===== src/rtl/data_cache_ctrl_pkg.sv =====
// Shared types, widths and address helpers for the direct-mapped data cache.
package data_cache_ctrl_pkg;

  localparam int unsigned AddrW      = 8;
  localparam int unsigned DataW      = 8;
  localparam int unsigned NumSets    = 8;
  localparam int unsigned BlockBytes = 4;

  localparam int unsigned IdxW = $clog2(NumSets);
  localparam int unsigned OffW = $clog2(BlockBytes);
  localparam int unsigned TagW = AddrW - IdxW - OffW;

  typedef logic [AddrW-1:0] addr_t;
  typedef logic [DataW-1:0] data_t;
  typedef logic [TagW-1:0]  tag_t;
  typedef logic [IdxW-1:0]  idx_t;
  typedef logic [OffW-1:0]  off_t;

  typedef enum logic [2:0] {
    StIdle,
    StWb,
    StWbGap,
    StFetch,
    StFeGap,
    StUpdate
  } cache_state_e;

  // Byte address layout is {tag, index, offset}.
  function automatic tag_t addr_tag(addr_t a);
    return a[AddrW-1 -: TagW];
  endfunction

  function automatic idx_t addr_idx(addr_t a);
    return a[OffW +: IdxW];
  endfunction

  function automatic off_t addr_off(addr_t a);
    return a[OffW-1:0];
  endfunction

  function automatic addr_t make_addr(tag_t t, idx_t i, off_t o);
    return {t, i, o};
  endfunction

endpackage


===== src/rtl/data_cache_ctrl_if.sv =====
// Read/write/busywait byte bus; used for both the cpu port and the memory port.
interface data_cache_ctrl_if;
  import data_cache_ctrl_pkg::*;

  logic  read;
  logic  write;
  addr_t address;
  data_t writedata;
  data_t readdata;
  logic  busywait;

  modport master (
    output read,
    output write,
    output address,
    output writedata,
    input  readdata,
    input  busywait
  );

  modport slave (
    input  read,
    input  write,
    input  address,
    input  writedata,
    output readdata,
    output busywait
  );

endinterface


===== src/rtl/data_cache_ctrl_line_store.sv =====
// Line storage: tag/valid/dirty/data arrays, one combinational read port and one byte write port.
module data_cache_ctrl_line_store
  import data_cache_ctrl_pkg::*;
(
  input  logic  clk_i,
  input  logic  rst_ni,
  input  idx_t  idx_i,
  input  off_t  rd_off_i,
  output logic  valid_o,
  output logic  dirty_o,
  output tag_t  tag_o,
  output data_t rd_data_o,
  input  logic  wr_en_i,
  input  off_t  wr_off_i,
  input  data_t wr_data_i,
  input  logic  wr_dirty_i,
  input  logic  fill_en_i,
  input  tag_t  fill_tag_i
);

  logic [NumSets-1:0] valid_q;
  logic [NumSets-1:0] dirty_q;
  tag_t               tag_q  [NumSets];
  data_t              data_q [NumSets][BlockBytes];

  assign valid_o   = valid_q[idx_i];
  assign dirty_o   = dirty_q[idx_i];
  assign tag_o     = tag_q[idx_i];
  assign rd_data_o = data_q[idx_i][rd_off_i];

  // Line flags: sync clear; a fill commits a clean line, a cpu byte write marks it dirty.
  always_ff @(posedge clk_i) begin
    if (!rst_ni) begin
      valid_q <= '0;
      dirty_q <= '0;
    end else if (fill_en_i) begin
      valid_q[idx_i] <= 1'b1;
      dirty_q[idx_i] <= 1'b0;
    end else if (wr_en_i && wr_dirty_i) begin
      dirty_q[idx_i] <= 1'b1;
    end
  end

  // Tags and bytes carry no reset; the valid bits qualify them.
  always_ff @(posedge clk_i) begin
    if (fill_en_i) begin
      tag_q[idx_i] <= fill_tag_i;
    end
    if (wr_en_i) begin
      data_q[idx_i][wr_off_i] <= wr_data_i;
    end
  end

endmodule


===== src/rtl/data_cache_ctrl.sv =====
// Direct-mapped write-back, write-allocate data cache: zero-stall hits, miss handled by a
// write-back/refill FSM that moves one byte per memory beat with a gap cycle between beats.
module data_cache_ctrl
  import data_cache_ctrl_pkg::*;
(
  input logic               clk_i,
  input logic               rst_ni,
  data_cache_ctrl_if.slave  cpu_io,
  data_cache_ctrl_if.master mem_io
);

  cache_state_e state_q, state_d;
  off_t         cnt_q, cnt_d;

  tag_t  req_tag;
  idx_t  req_idx;
  off_t  req_off;
  logic  req;
  logic  idle;
  logic  hit;

  logic  line_valid;
  logic  line_dirty;
  tag_t  line_tag;
  data_t line_data;

  off_t  rd_off;
  logic  st_wr_en;
  off_t  st_wr_off;
  data_t st_wr_data;
  logic  st_wr_dirty;
  logic  st_fill;

  logic  mem_read;
  logic  mem_write;
  addr_t mem_addr;
  data_t mem_wdata;

  assign req_tag = addr_tag(cpu_io.address);
  assign req_idx = addr_idx(cpu_io.address);
  assign req_off = addr_off(cpu_io.address);
  assign req     = cpu_io.read | cpu_io.write;
  assign idle    = (state_q == StIdle);
  assign hit     = line_valid && (line_tag == req_tag);

  assign cpu_io.busywait = req && !(idle && hit);
  // Read data is driven only for a read-only request that hits while idle.
  assign cpu_io.readdata = (cpu_io.read && !cpu_io.write && idle && hit) ? line_data : '0;

  assign mem_io.read      = mem_read;
  assign mem_io.write     = mem_write;
  assign mem_io.address   = mem_addr;
  assign mem_io.writedata = mem_wdata;

  data_cache_ctrl_line_store u_line_store (
    .clk_i      (clk_i),
    .rst_ni     (rst_ni),
    .idx_i      (req_idx),
    .rd_off_i   (rd_off),
    .valid_o    (line_valid),
    .dirty_o    (line_dirty),
    .tag_o      (line_tag),
    .rd_data_o  (line_data),
    .wr_en_i    (st_wr_en),
    .wr_off_i   (st_wr_off),
    .wr_data_i  (st_wr_data),
    .wr_dirty_i (st_wr_dirty),
    .fill_en_i  (st_fill),
    .fill_tag_i (req_tag)
  );

  // State and beat counter; sync reset abandons any transfer in flight.
  always_ff @(posedge clk_i) begin
    if (!rst_ni) begin
      state_q <= StIdle;
      cnt_q   <= '0;
    end else begin
      state_q <= state_d;
      cnt_q   <= cnt_d;
    end
  end

  // Next state, memory strobes and line-store write controls.
  always_comb begin
    state_d     = state_q;
    cnt_d       = cnt_q;
    mem_read    = 1'b0;
    mem_write   = 1'b0;
    mem_addr    = '0;
    mem_wdata   = '0;
    rd_off      = req_off;
    st_wr_en    = 1'b0;
    st_wr_off   = req_off;
    st_wr_data  = cpu_io.writedata;
    st_wr_dirty = 1'b0;
    st_fill     = 1'b0;

    unique case (state_q)
      StIdle: begin
        if (req && !hit) begin
          state_d = (line_valid && line_dirty) ? StWb : StFetch;
          cnt_d   = '0;
        end else if (cpu_io.write && hit) begin
          st_wr_en    = 1'b1;
          st_wr_dirty = 1'b1;
        end
      end
      StWb: begin
        // Victim bytes are read through the shared port at the beat offset.
        rd_off    = cnt_q;
        mem_write = 1'b1;
        mem_addr  = make_addr(line_tag, req_idx, cnt_q);
        mem_wdata = line_data;
        if (!mem_io.busywait) begin
          state_d = StWbGap;
        end
      end
      StWbGap: begin
        if (cnt_q == off_t'(BlockBytes - 1)) begin
          cnt_d   = '0;
          state_d = StFetch;
        end else begin
          cnt_d   = cnt_q + 1'b1;
          state_d = StWb;
        end
      end
      StFetch: begin
        mem_read = 1'b1;
        mem_addr = make_addr(req_tag, req_idx, cnt_q);
        if (!mem_io.busywait) begin
          st_wr_en   = 1'b1;
          st_wr_off  = cnt_q;
          st_wr_data = mem_io.readdata;
          state_d    = StFeGap;
        end
      end
      StFeGap: begin
        if (cnt_q == off_t'(BlockBytes - 1)) begin
          state_d = StUpdate;
        end else begin
          cnt_d   = cnt_q + 1'b1;
          state_d = StFetch;
        end
      end
      StUpdate: begin
        st_fill = 1'b1;
        state_d = StIdle;
      end
      default: begin
        state_d = StIdle;
      end
    endcase
  end

endmodule


===== src/flat_wrapper.sv =====
// flat-port wrapper written by rule: the top's interface ports become plain ports
module data_cache_ctrl_flat import data_cache_ctrl_pkg::*;
  (clk_i, rst_ni, cpu_io_read, cpu_io_write, cpu_io_address, cpu_io_writedata, cpu_io_readdata, cpu_io_busywait, mem_io_read, mem_io_write, mem_io_address, mem_io_writedata, mem_io_readdata, mem_io_busywait);
  data_cache_ctrl_if cpu_io_i ();
  data_cache_ctrl_if mem_io_i ();
  input logic clk_i;
  input logic rst_ni;
  input wire logic [$bits(cpu_io_i.read)-1:0] cpu_io_read;
  input wire logic [$bits(cpu_io_i.write)-1:0] cpu_io_write;
  input wire logic [$bits(cpu_io_i.address)-1:0] cpu_io_address;
  input wire logic [$bits(cpu_io_i.writedata)-1:0] cpu_io_writedata;
  output wire logic [$bits(cpu_io_i.readdata)-1:0] cpu_io_readdata;
  output wire logic [$bits(cpu_io_i.busywait)-1:0] cpu_io_busywait;
  output wire logic [$bits(mem_io_i.read)-1:0] mem_io_read;
  output wire logic [$bits(mem_io_i.write)-1:0] mem_io_write;
  output wire logic [$bits(mem_io_i.address)-1:0] mem_io_address;
  output wire logic [$bits(mem_io_i.writedata)-1:0] mem_io_writedata;
  input wire logic [$bits(mem_io_i.readdata)-1:0] mem_io_readdata;
  input wire logic [$bits(mem_io_i.busywait)-1:0] mem_io_busywait;
  assign cpu_io_i.read = cpu_io_read;
  assign cpu_io_i.write = cpu_io_write;
  assign cpu_io_i.address = cpu_io_address;
  assign cpu_io_i.writedata = cpu_io_writedata;
  assign cpu_io_readdata = cpu_io_i.readdata;
  assign cpu_io_busywait = cpu_io_i.busywait;
  assign mem_io_read = mem_io_i.read;
  assign mem_io_write = mem_io_i.write;
  assign mem_io_address = mem_io_i.address;
  assign mem_io_writedata = mem_io_i.writedata;
  assign mem_io_i.readdata = mem_io_readdata;
  assign mem_io_i.busywait = mem_io_busywait;
  data_cache_ctrl u_core (.clk_i(clk_i), .rst_ni(rst_ni), .cpu_io(cpu_io_i), .mem_io(mem_io_i));
endmodule

===== config.mk =====
export PLATFORM = sky130hd
export DESIGN_NAME = data_cache_ctrl_flat
export DESIGN_NICKNAME = d
export VERILOG_FILES = /design/src/rtl/data_cache_ctrl_pkg.sv /design/src/rtl/data_cache_ctrl_if.sv /design/src/rtl/data_cache_ctrl_line_store.sv /design/src/rtl/data_cache_ctrl.sv /design/src/flat_wrapper.sv
export SDC_FILE = /design/constraint.sdc
export NUM_CORES = 1
export LEC_CHECK = 0
export CORE_ASPECT_RATIO = 1.5
export CORE_MARGIN = 2
export CORE_UTILIZATION = 54
export CTS_CLUSTER_SIZE = 20
export DETAILED_ROUTE_END_ITERATION = 8
export PLACE_DENSITY = 0.75
export REMOVE_ABC_BUFFERS = 1
export SLEW_MARGIN = 10
export SYNTH_ARGS = -nofsm -noshare
export SYNTH_HDL_FRONTEND = slang
export SYNTH_HIERARCHICAL = 1
export SYNTH_SLANG_ARGS = --single-unit

===== constraint.sdc =====
create_clock -name clk_i -period 3.6 [get_ports clk_i]
set_input_delay 0.36 -clock clk_i [delete_from_list [all_inputs] [get_ports clk_i]]
set_output_delay 0.36 -clock clk_i [all_outputs]
set_load 0.005 [all_outputs]

==> results.py <==
metrics = {
    "timing": {
        "worst_slack_ps": -7.12,
        "tightestPinTransition_ps": 1080,
        "relSlewSlack": 0.280,
        "hold_viol": 0,
        "rsz0062_at_grt": "true",
        "fin_skew_ps": 15.0,
        "setup_viol": 1,
        "finalSetupTns_ps": -7.12,
        "worst_hold_slack_ps": 466,
        "period_share": 1.00,
        "max_freq_ghz": 0.277,
        "maxSlewViolCount": 0,
        "period_minus_slack_ps": 3610,
    },
    "cts": {
        "h-tree-depth": 1,
        "cts.sinks": 301,
        "root_buffer": "clkbuf_16",
        "tritoncts": "yes",
        "insertion_delay_ps": 540,
        "clockBufferDepth": 3,
        "numCtsBuffers": 26,
        "ctsHoldBuffers": 0,
        "path_clk_slew_ps": 70,
    },
    "route": {
        "dr.pass1.iters": 6,
        "avgViaCountPerCell": 6.71,
        "drc": 0,
        "antenna_left": 0,
        "wl_mm": 35.8,
        "routedWlPerCell_um": 28.9,
        "dr_total_vias": 8324,
        "dr.first_iter.drc_count": 1021,
    },
    "yosys": {
        "synth_cell_types": 66,
        "synth_edf_count": 280,
        "syn_area_um2": 12500,
        "yosysSeqAreaShare": 0.706,
        "synth_top_area_cell": "edfxtp_1",
        "synth.area.top_cells": "edfxtp_1 (67%), mux2_2 (4.1%), dfxtp_1 (3.4%)",
        "ys_seq_elements": 301,
        "synthTopCellsByCount": "edfxtp_1 (280), nor2_1 (52), a221oi_1 (48)",
        "synthFlopType": "edfxtp_1",
        "async_flop_share": 0,
        "synth_top_area_share": 0.672,
        "yosysMostFrequentCell": "edfxtp_1",
        "syn_inst": 813,
        "ys.warnings.count": 6,
        "avgSynthCellArea_um2": 15.4,
    },
    "setup_path": {
        "setup.worst_path.class": "flop to primary output",
        "cp.required_ps": 3240,
        "end_kind": "primary output",
        "critPathTopFamily": "compound AO/OA/AOI/OAI gates",
        "arrival_ps": 3250,
        "start_kind": "flop",
        "critPathBufInv": 3,
        "max_stage_delay_ps": 500,
        "crit_chain": "nand2b_4 -> nor2_2 -> buf_6 -> mux2_4 -> inv_1 -> a221oi_1 -> o21a_1 -> o32ai_2 -> and2_1 -> clkdlybuf4s50_1",
        "path_max_fanout": 7,
        "cp_slowest_cell": "a221oi_1",
    },
    "pwr": {
        "pwr-share-comb": 0.099,
        "clockPowerShare": 0.395,
        "ir_worst_vdd_mv": 0.342,
        "switching_power_mw": 1.67,
        "p_leak_nw": 5.11,
        "power.internal_mw": 5.94,
        "swShare": 0.219,
        "power_density_nw_per_um2": 505,
        "p_seq_frac": 0.506,
    },
    "die": {
        "start_util": 0.547,
        "die_area_um2": 24400,
        "core-area_um2": 22900,
        "placementRows": 68,
        "chipHeight_um": 190,
        "ios": 56,
        "die_width_um": 128,
    },
    "grt": {
        "busiest_layer": "met2",
        "grt_pass1_wl_mm": 51.7,
        "grt_overflow": 0,
        "grt.total_usage": 0.292,
        "grt_max_degree": 33,
        "antenna_found_initial": 0,
        "grt_util_met1": 0.337,
        "gr-usage-met3": 0.0558,
        "grt_pass1_vias": 8272,
        "use_met2": 0.497,
    },
    "run": {
        "drv_cap": 0,
    },
    "place": {
        "hpwl_mm": 23.4,
        "port_buffers": 55,
        "place_congestion": 0.950,
        "dp.cells": 1184,
    },
    "finish": {
        "diodes": 0,
        "area_growth_pct": 20.4,
        "drive_gt1_frac": 0.249,
        "finalNonFillerCells": 1240,
        "fin_nets": 973,
    },
    "run_status": {
        "status": "complete, but fails checks",
        "violations": "negative setup slack",
    },
    "hold_path": {
        "worstHoldPathType": "flop to flop",
    },
}
-- placed cells by master, fill, tap and decap left out, types with 4 or more instances in the layout --
master	instances
mux2_4	6
inv_1	4
bufinv_16	6
buf_4	92
o21a_1	10
nor2b_1	5
and2_1	32
a221oi_1	42
a22oi_1	30
nand2_1	30
o21ai_1	6
o221ai_1	5
a221oi_2	5
clkbuf_1	4
nand2b_4	4
dfxtp_1	21
a21oi_1	30
buf_12	4
edfxtp_1	280
a211oi_1	6
a221o_1	7
a221oi_4	4
nand3_1	5
nor2_1	50
mux2_2	44
clkbuf_16	27
o21ai_0	25
nor3b_1	9
nor2_2	4
mux2i_1	26
clkdlybuf4s50_1	49
clkinv_2	4
-- per-stage QoR --
stage               utilization  cell area (um^2)  power, mW  worst slack [ps]
finish                    0.658             15100       7.60             -7.12
global route              0.658             15100       7.77             -38.9
floorplan                     -             12200       4.21               333
CTS                       0.652             14900       7.56            0.0826
global placement          0.603             13800       4.57              63.2
detailed placement        0.603             13800       4.58              12.1
-- routing by layer --
| layer | up-vias | wire, um | part of all wire |
|---|---|---|---|
| li1 | 3498 | - | - |
| met1 | 4074 | 11700 | 0.33 |
| met2 | 594 | 18200 | 0.51 |
| met3 | 158 | 3370 | 0.094 |
| met4 | 0 | 2440 | 0.068 |
| met5 | - | 0 | 0 |
-- registers in the layout (all words and copies together) (netlist names), named ones only --
signal / flops
u_core/state_q: 3
u_core/u_line_store/data_q: 256
u_core/cnt_q: 2
u_core/u_line_store/tag_q: 24
u_core/u_line_store/valid_q: 8
-- worst paths after layout --
kind         slack [ps]  depth (start not counted)                           endpoint                            start
max                  -7                         10                mem_io_writedata[3]                u_core/state_q[2]
min                 470                          1     u_core/u_line_store/valid_q[0]   u_core/u_line_store/valid_q[0]
max reg2reg         190                         11  u_core/u_line_store/data_q[5][12]  u_core/u_line_store/tag_q[7][1]
min reg2reg         470                          1     u_core/u_line_store/valid_q[0]   u_core/u_line_store/valid_q[0]
-- power groups by stage --
stage	clock, mW	combinational, mW	sequential [mW]
after floorplan	0	0.280	3.93
after global placement	0	0.644	3.92
after detailed placement	0	0.650	3.93
after CTS	3.00	0.700	3.85
after global routing	3.14	0.776	3.85
final	3.00	0.753	3.85
-- logic make-up after synthesis --
logic type,share of synthesized area
multiplexers,0.0703
XOR/XNOR,0.00280
AND/OR/NAND/NOR,0.0773
adder cells (fa/ha/maj),0.00100
AO/OA/AOI/OAI,0.117
flip-flops,0.706
buffers and inverters,0.0259
-- cell type report --
class	instances	area [um^2]
clock inverters	14	224
repair buffers	153	1340
fillers	1510	7830
clock buffers	31	691
inverters	5	18.8
well taps	280	350
flip-flops and latches	301	8830
multi-input cells	456	3600
-- worst reg2reg max path: stages, from the launching register on --
cell and delay, ps:
edfxtp_1 420, mux2_2 290, a221oi_2 220, o22ai_1 180, xnor2_1 250, buf_4 150
and4_1 180, and2_1 150, or2_2 150, nand3b_1 190, buf_4 230, nor2_1 620
-- timing repair --
item	4_1_cts	5_1_grt
setup endpoints to repair	16	16
endpoints found under the hold margin	0	0
pin swaps	0	5
gates cloned	1	0
setup buffers	6	4
resized for setup	25	26
Power figures use the tool's default switching activity.
==> RTL edit 1: new RTL, same flow settings <==
The 6 states of `cache_state_e` get a one-hot encoding in 6 bits.
--- a/src/rtl/data_cache_ctrl_pkg.sv
+++ b/src/rtl/data_cache_ctrl_pkg.sv
@@ -17,11 +17,11 @@
   typedef logic [OffW-1:0]  off_t;
 
-  typedef enum logic [2:0] {
-    StIdle,
-    StWb,
-    StWbGap,
-    StFetch,
-    StFeGap,
-    StUpdate
+  typedef enum logic [5:0] {
+    StIdle   = 6'b000001,
+    StWb     = 6'b000010,
+    StWbGap  = 6'b000100,
+    StFetch  = 6'b001000,
+    StFeGap  = 6'b010000,
+    StUpdate = 6'b100000
   } cache_state_e;
 
Check against the original RTL: no difference found for any inputs over 10 cycles, from zero or initial values and one cycle with rst_ni low; not proved beyond that.
==> RTL edit 1 against the original RTL <==
The flow still finishes with violations (negative setup slack); synthesized area rose by 1.3%; via count up 1.8%; critical path depth unchanged; first-iteration DRC count down 1.2%; wire length is 2.3% lower; design area up 2.9%; maximum frequency is 1.8% lower; non-clock buffer count increased by 24; sequential cell count rose by 3; worst setup slack worse by 68 ps; power up 3.2%; sequential share of layout area shrank 1.3 points; critical path type unchanged.
==> RTL edit 1: results (changes against the original RTL) <==
* Post-synth EDFFs at 280 (unchanged)
* WL/cell at 26.5 µm (-8.1%)
* Leakage at 5.29 nW (+3.6%)
* Layout cells sized above 1 at 0.297 (+0.0482)
* Status: finished, violations left
* Setup TNS at -295 ps (-288 ps)
* H-tree level count at 1 (unchanged)
* Skew final at 12.7 ps (-2.30 ps)
* Failing checks: negative setup slack
* Slowest stage delay, CP at 550 ps (+50 ps)
* IO buf count at 55 (unchanged)
* Worst relative slew slack at 0.427 (+0.147)
* First DRT Iteration DRCs at 1009 (-1.2%)
* Arrival @ worst endpoint at 3320 ps (+70 ps)
* Clk Latency, worst-skew pair at approximately 530 ps
* Synth unique cells at 73 (+11%)
* GR Util All Layers at 0.287 (-0.00434)
* Clock tree root driver cell: clkbuf_16
* Met2 wire length at 17600 µm (-3.6%)
* Top Metal Used: met4
* DP Wirelength at 22800 µm (-2.8%)
* Max Buffers Root-to-Sink at 3 (unchanged)
* Vias at 8474 (+1.8%)
* Crit-path max FO at 8 (+1)
* Most instantiated cells after synthesis: edfxtp_1 (280), a221oi_1 (48), nor2_1 (46)
* Final Non-Filler Cells at 1318 (+6.3%)
* Asr flop ratio synth at 0 (unchanged)
* Met1 wire length at 12000 µm (+1.8%)
* Post-Syn Instances at 829 (+2.0%)
* GR Util met1 at 0.350 (+0.0129)
* Sequential element share of the synthesized area at 0.701 (-0.00418)
* TritonRoute pass-1 iters at 5 (-1)
* Pre-CTS WS at -104 ps (-116 ps)
* Setup Viol. Count Final at 7 (+6)
* Worst setup margin at -75.1 ps (-68.0 ps)
* Routed met3 length at 3300 µm (-2.1%)
* Worst path slowest cell: or4_4
* Grt met3 use at 0.0457 (-0.0102)
* Initial antenna violation count at 1 (+1)
* Synth top area cells: edfxtp_1 (66%), dfxtp_1 (3.8%), a221oi_1 (3.3%)
* CP top delay family: simple AND/OR/NAND/NOR gates
* Vias in the first global route at 8452 (+2.2%)
* Max IR drop VDD at 397 µV (+16%)
* Pin count of the biggest net entering global routing at 35 (+6.1%)
* Clock slew at reported path FFs at 70 ps (about the same)
* Yosys warnings at 6 (unchanged)
* Grt met2 use at 0.495 (-0.00182)
* Register Area at 8890 µm² (+0.71%)
* Regs by FF count: u_core/u_line_store/data_q (256), u_core/u_line_store/tag_q (24), u_core/u_line_store/valid_q (8)
* Gpl congestion at 0.950 (about the same)
* CTS buffer count at 27 (+3.8%)
* Instance area at placement at 14200 µm² (+2.6%)
* Filler Cell Count at 1530 (+1.3%)
* Global-route wire length before repair at 52000 µm (+0.72%)
* Layout net count at 1013 (+4.1%)
-- RTL edit 1: changes by cell type after synthesis, moves of 3 or more --
cell and change:
nor2_1 -6, nand2_1 +3, mux2_2 -10, mux2_1 +10, a22o_1 +3, dfxtp_1 +3
-- RTL edit 1: area by class of cell --
cell class / count / share of cell area
Clock buffer: 30 / 0.0443
Clock inverter: 19 / 0.0150
Inverter: 6 / 0.00178
Multi-Input combinational cell: 467 / 0.245
Sequential cell: 304 / 0.574
Tap cell: 315 / 0.0254
Timing Repair Buffer: 177 / 0.0950
-- RTL edit 1: where the power goes --
part | switching [W] | total [W] | internal (W)
Combinational | 0.000532 | 0.000911 | 0.000379
Sequential | 0.0000242 | 0.00394 | 0.00392
Clock | 0.00125 | 0.00300 | 0.00174
Total | 0.00181 | 0.00785 | 0.00604
-- RTL edit 1: what timing repair did --
action	in CTS	in global routing
setup endpoints to repair	16	16
setup buffers	14	3
pin swaps	22	24
resized for setup	119	31
-- RTL edit 1: path summary, 6_finish.rpt --
| check | slack, ps | cells past startpoint | to | from |
|---|---|---|---|---|
| max | -80 | 10 | mem_io_writedata[6] | u_core/state_q[3] |
| min | 470 | 1 | u_core/u_line_store/valid_q[6] | u_core/u_line_store/valid_q[6] |
| max reg2reg | 290 | 7 | u_core/u_line_store/data_q[0][30] | u_core/state_q[0] |
| min reg2reg | 470 | 1 | u_core/u_line_store/valid_q[6] | u_core/u_line_store/valid_q[6] |
-- RTL edit 1: kinds of logic after synthesis --
group,share of synthesized area
fa+ha+maj,0.000987
xor+xnor,0.00346
flops,0.701
compound gates,0.121
mux,0.0686
simple gates,0.0790
buf+inv,0.0260
==> RTL edit 2: new RTL, config.mk and constraints unchanged <==
Made on the original files. Change the package constant `BlockBytes` from 4 to 8.
--- a/src/rtl/data_cache_ctrl_pkg.sv
+++ b/src/rtl/data_cache_ctrl_pkg.sv
@@ -5,5 +5,5 @@
   localparam int unsigned DataW      = 8;
   localparam int unsigned NumSets    = 8;
-  localparam int unsigned BlockBytes = 4;
+  localparam int unsigned BlockBytes = 8;
 
   localparam int unsigned IdxW = $clog2(NumSets);
Formal check against the unedited RTL: not equivalent (a bounded check fails within 4 cycles, from zero or initial values and one cycle with rst_ni low).
==> RTL edit 2 against the original RTL <==
Utilization is 0.60 points lower; synthesized area grew 80%; hold slack improved by 7.0 ps; sequential cell count increased by 249; power grew 78%; synthesized cell count rose by 67%; worst setup slack improved by 19 ps; wire length rose by 80%; design area up 78%; non-clock buffer count grew 103; global-route usage up 0.93 points; sequential share of layout area is 2.2 points higher; largest cell class unchanged.
==> RTL edit 2: results (changes against the original RTL) <==
* Reg2reg setup slack at 650 ps (+460 ps)
* DP Wirelength at 41300 µm (+76%)
* Inst Count DP at 2078 (+76%)
* Register Area at 16300 µm² (+85%)
* Most instantiated cells after synthesis: edfxtp_1 (528), mux2_2 (89), nor2_1 (87)
* Arrival @ worst endpoint at 3230 ps (-20 ps)
* Sequential element share of the synthesized area at 0.724 (+0.0185)
* Post-synth EDFFs at 528 (+89%)
* First DRT Iteration DRCs at 2185 (+110%)
* Filler Cell Count at 2753 (+82%)
* Final period util at 0.997 (-0.00521)
* Status: finished, final reports clean
* Max IR drop VDD at 354 µV (+3.6%)
* Detailed Route WL at 64500 µm (+80%)
* Crit-path max FO at 6 (-1)
* Vias at 14400 (+73%)
* Post-Syn Instances at 1360 (+67%)
* Hold Path End: u_core/u_line_store/valid_q[1]
* GR Util met1 at 0.378 (+0.0408)
* Grt met3 use at 0.0494 (-0.00647)
* Critical Path End: mem_io_writedata[7]
* Regs by FF count: u_core/u_line_store/data_q (512), u_core/u_line_store/tag_q (16), u_core/u_line_store/valid_q (8)
* Pin count of the biggest net entering global routing at 65 (+97%)
* Gpl congestion at 0.978 (+2.9%)
* Synth top area cells: edfxtp_1 (70%), mux2_2 (4.5%), a221oi_1 (2.1%)
* Reg2reg path depth at 8 (-3)
* Worst slew pin tran at 832 ps (-245 ps)
* H-tree level count at 2 (+1)
[RTL edit 2: cell count changes after synthesis, moves of 16 or more]
cell,delta
a22o_1,+16
mux2_2,+43
mux2i_1,+21
a221o_1,+21
edfxtp_1,+248
a22oi_1,+20
nor2_1,+35
[RTL edit 2: what timing repair did]
action,CTS,global route
cloned,1,0
resized for setup,64,13
setup buffers,5,5
setup endpoints to repair,16,9
pin swaps,24,10
[RTL edit 2: worst max-delay path, cell delays in order, from the launching register on]
cell and delay [ps]:
dfxtp_1 310, nand2b_4 150, nor2_4 120, buf_6 120, mux2_4 330, nand2b_4 160, a221oi_2 50, o211ai_1 180
o211ai_1 260, a22oi_2 320, and2_1 170, clkdlybuf4s50_1 490
[RTL edit 2: cell type report]
cell class / count / area share
sequential: 550 / 0.608
clock inverter: 31 / 0.0126
timing repair buffer: 256 / 0.0882
inverter: 9 / 0.00149
clock buffer: 57 / 0.0469
multi-input combinational: 714 / 0.217
tap: 558 / 0.0261
[RTL edit 2: logic make-up after synthesis]
group,Yosys count,synth area share
flip-flops,550,0.724
adder cells (fa/ha/maj),2,0.00111
multiplexers,152,0.0803
AND/OR/NAND/NOR,240,0.0585
buffers and inverters,96,0.0267
AO/OA/AOI/OAI,317,0.108
XOR/XNOR,3,0.00117
[RTL edit 2: power by group through the flow]
stage / Clock (W) / Sequential [W] / Combinational, W
6_report: 0.00525 / 0.00705 / 0.00127
2_1_floorplan: 0 / 0.00720 / 0.000478
5_1_grt: 0.00553 / 0.00705 / 0.00130
4_1_cts: 0.00528 / 0.00705 / 0.00122
3_5_place_dp: 0 / 0.00719 / 0.00115
3_3_place_gp: 0 / 0.00719 / 0.00113
[RTL edit 2: routing by layer]
layer	up-vias	routed length [µm]
met5	-	0
met2	1053	31500
li1	5946	-
met1	7196	22000
met4	0	3990
met3	229	6940
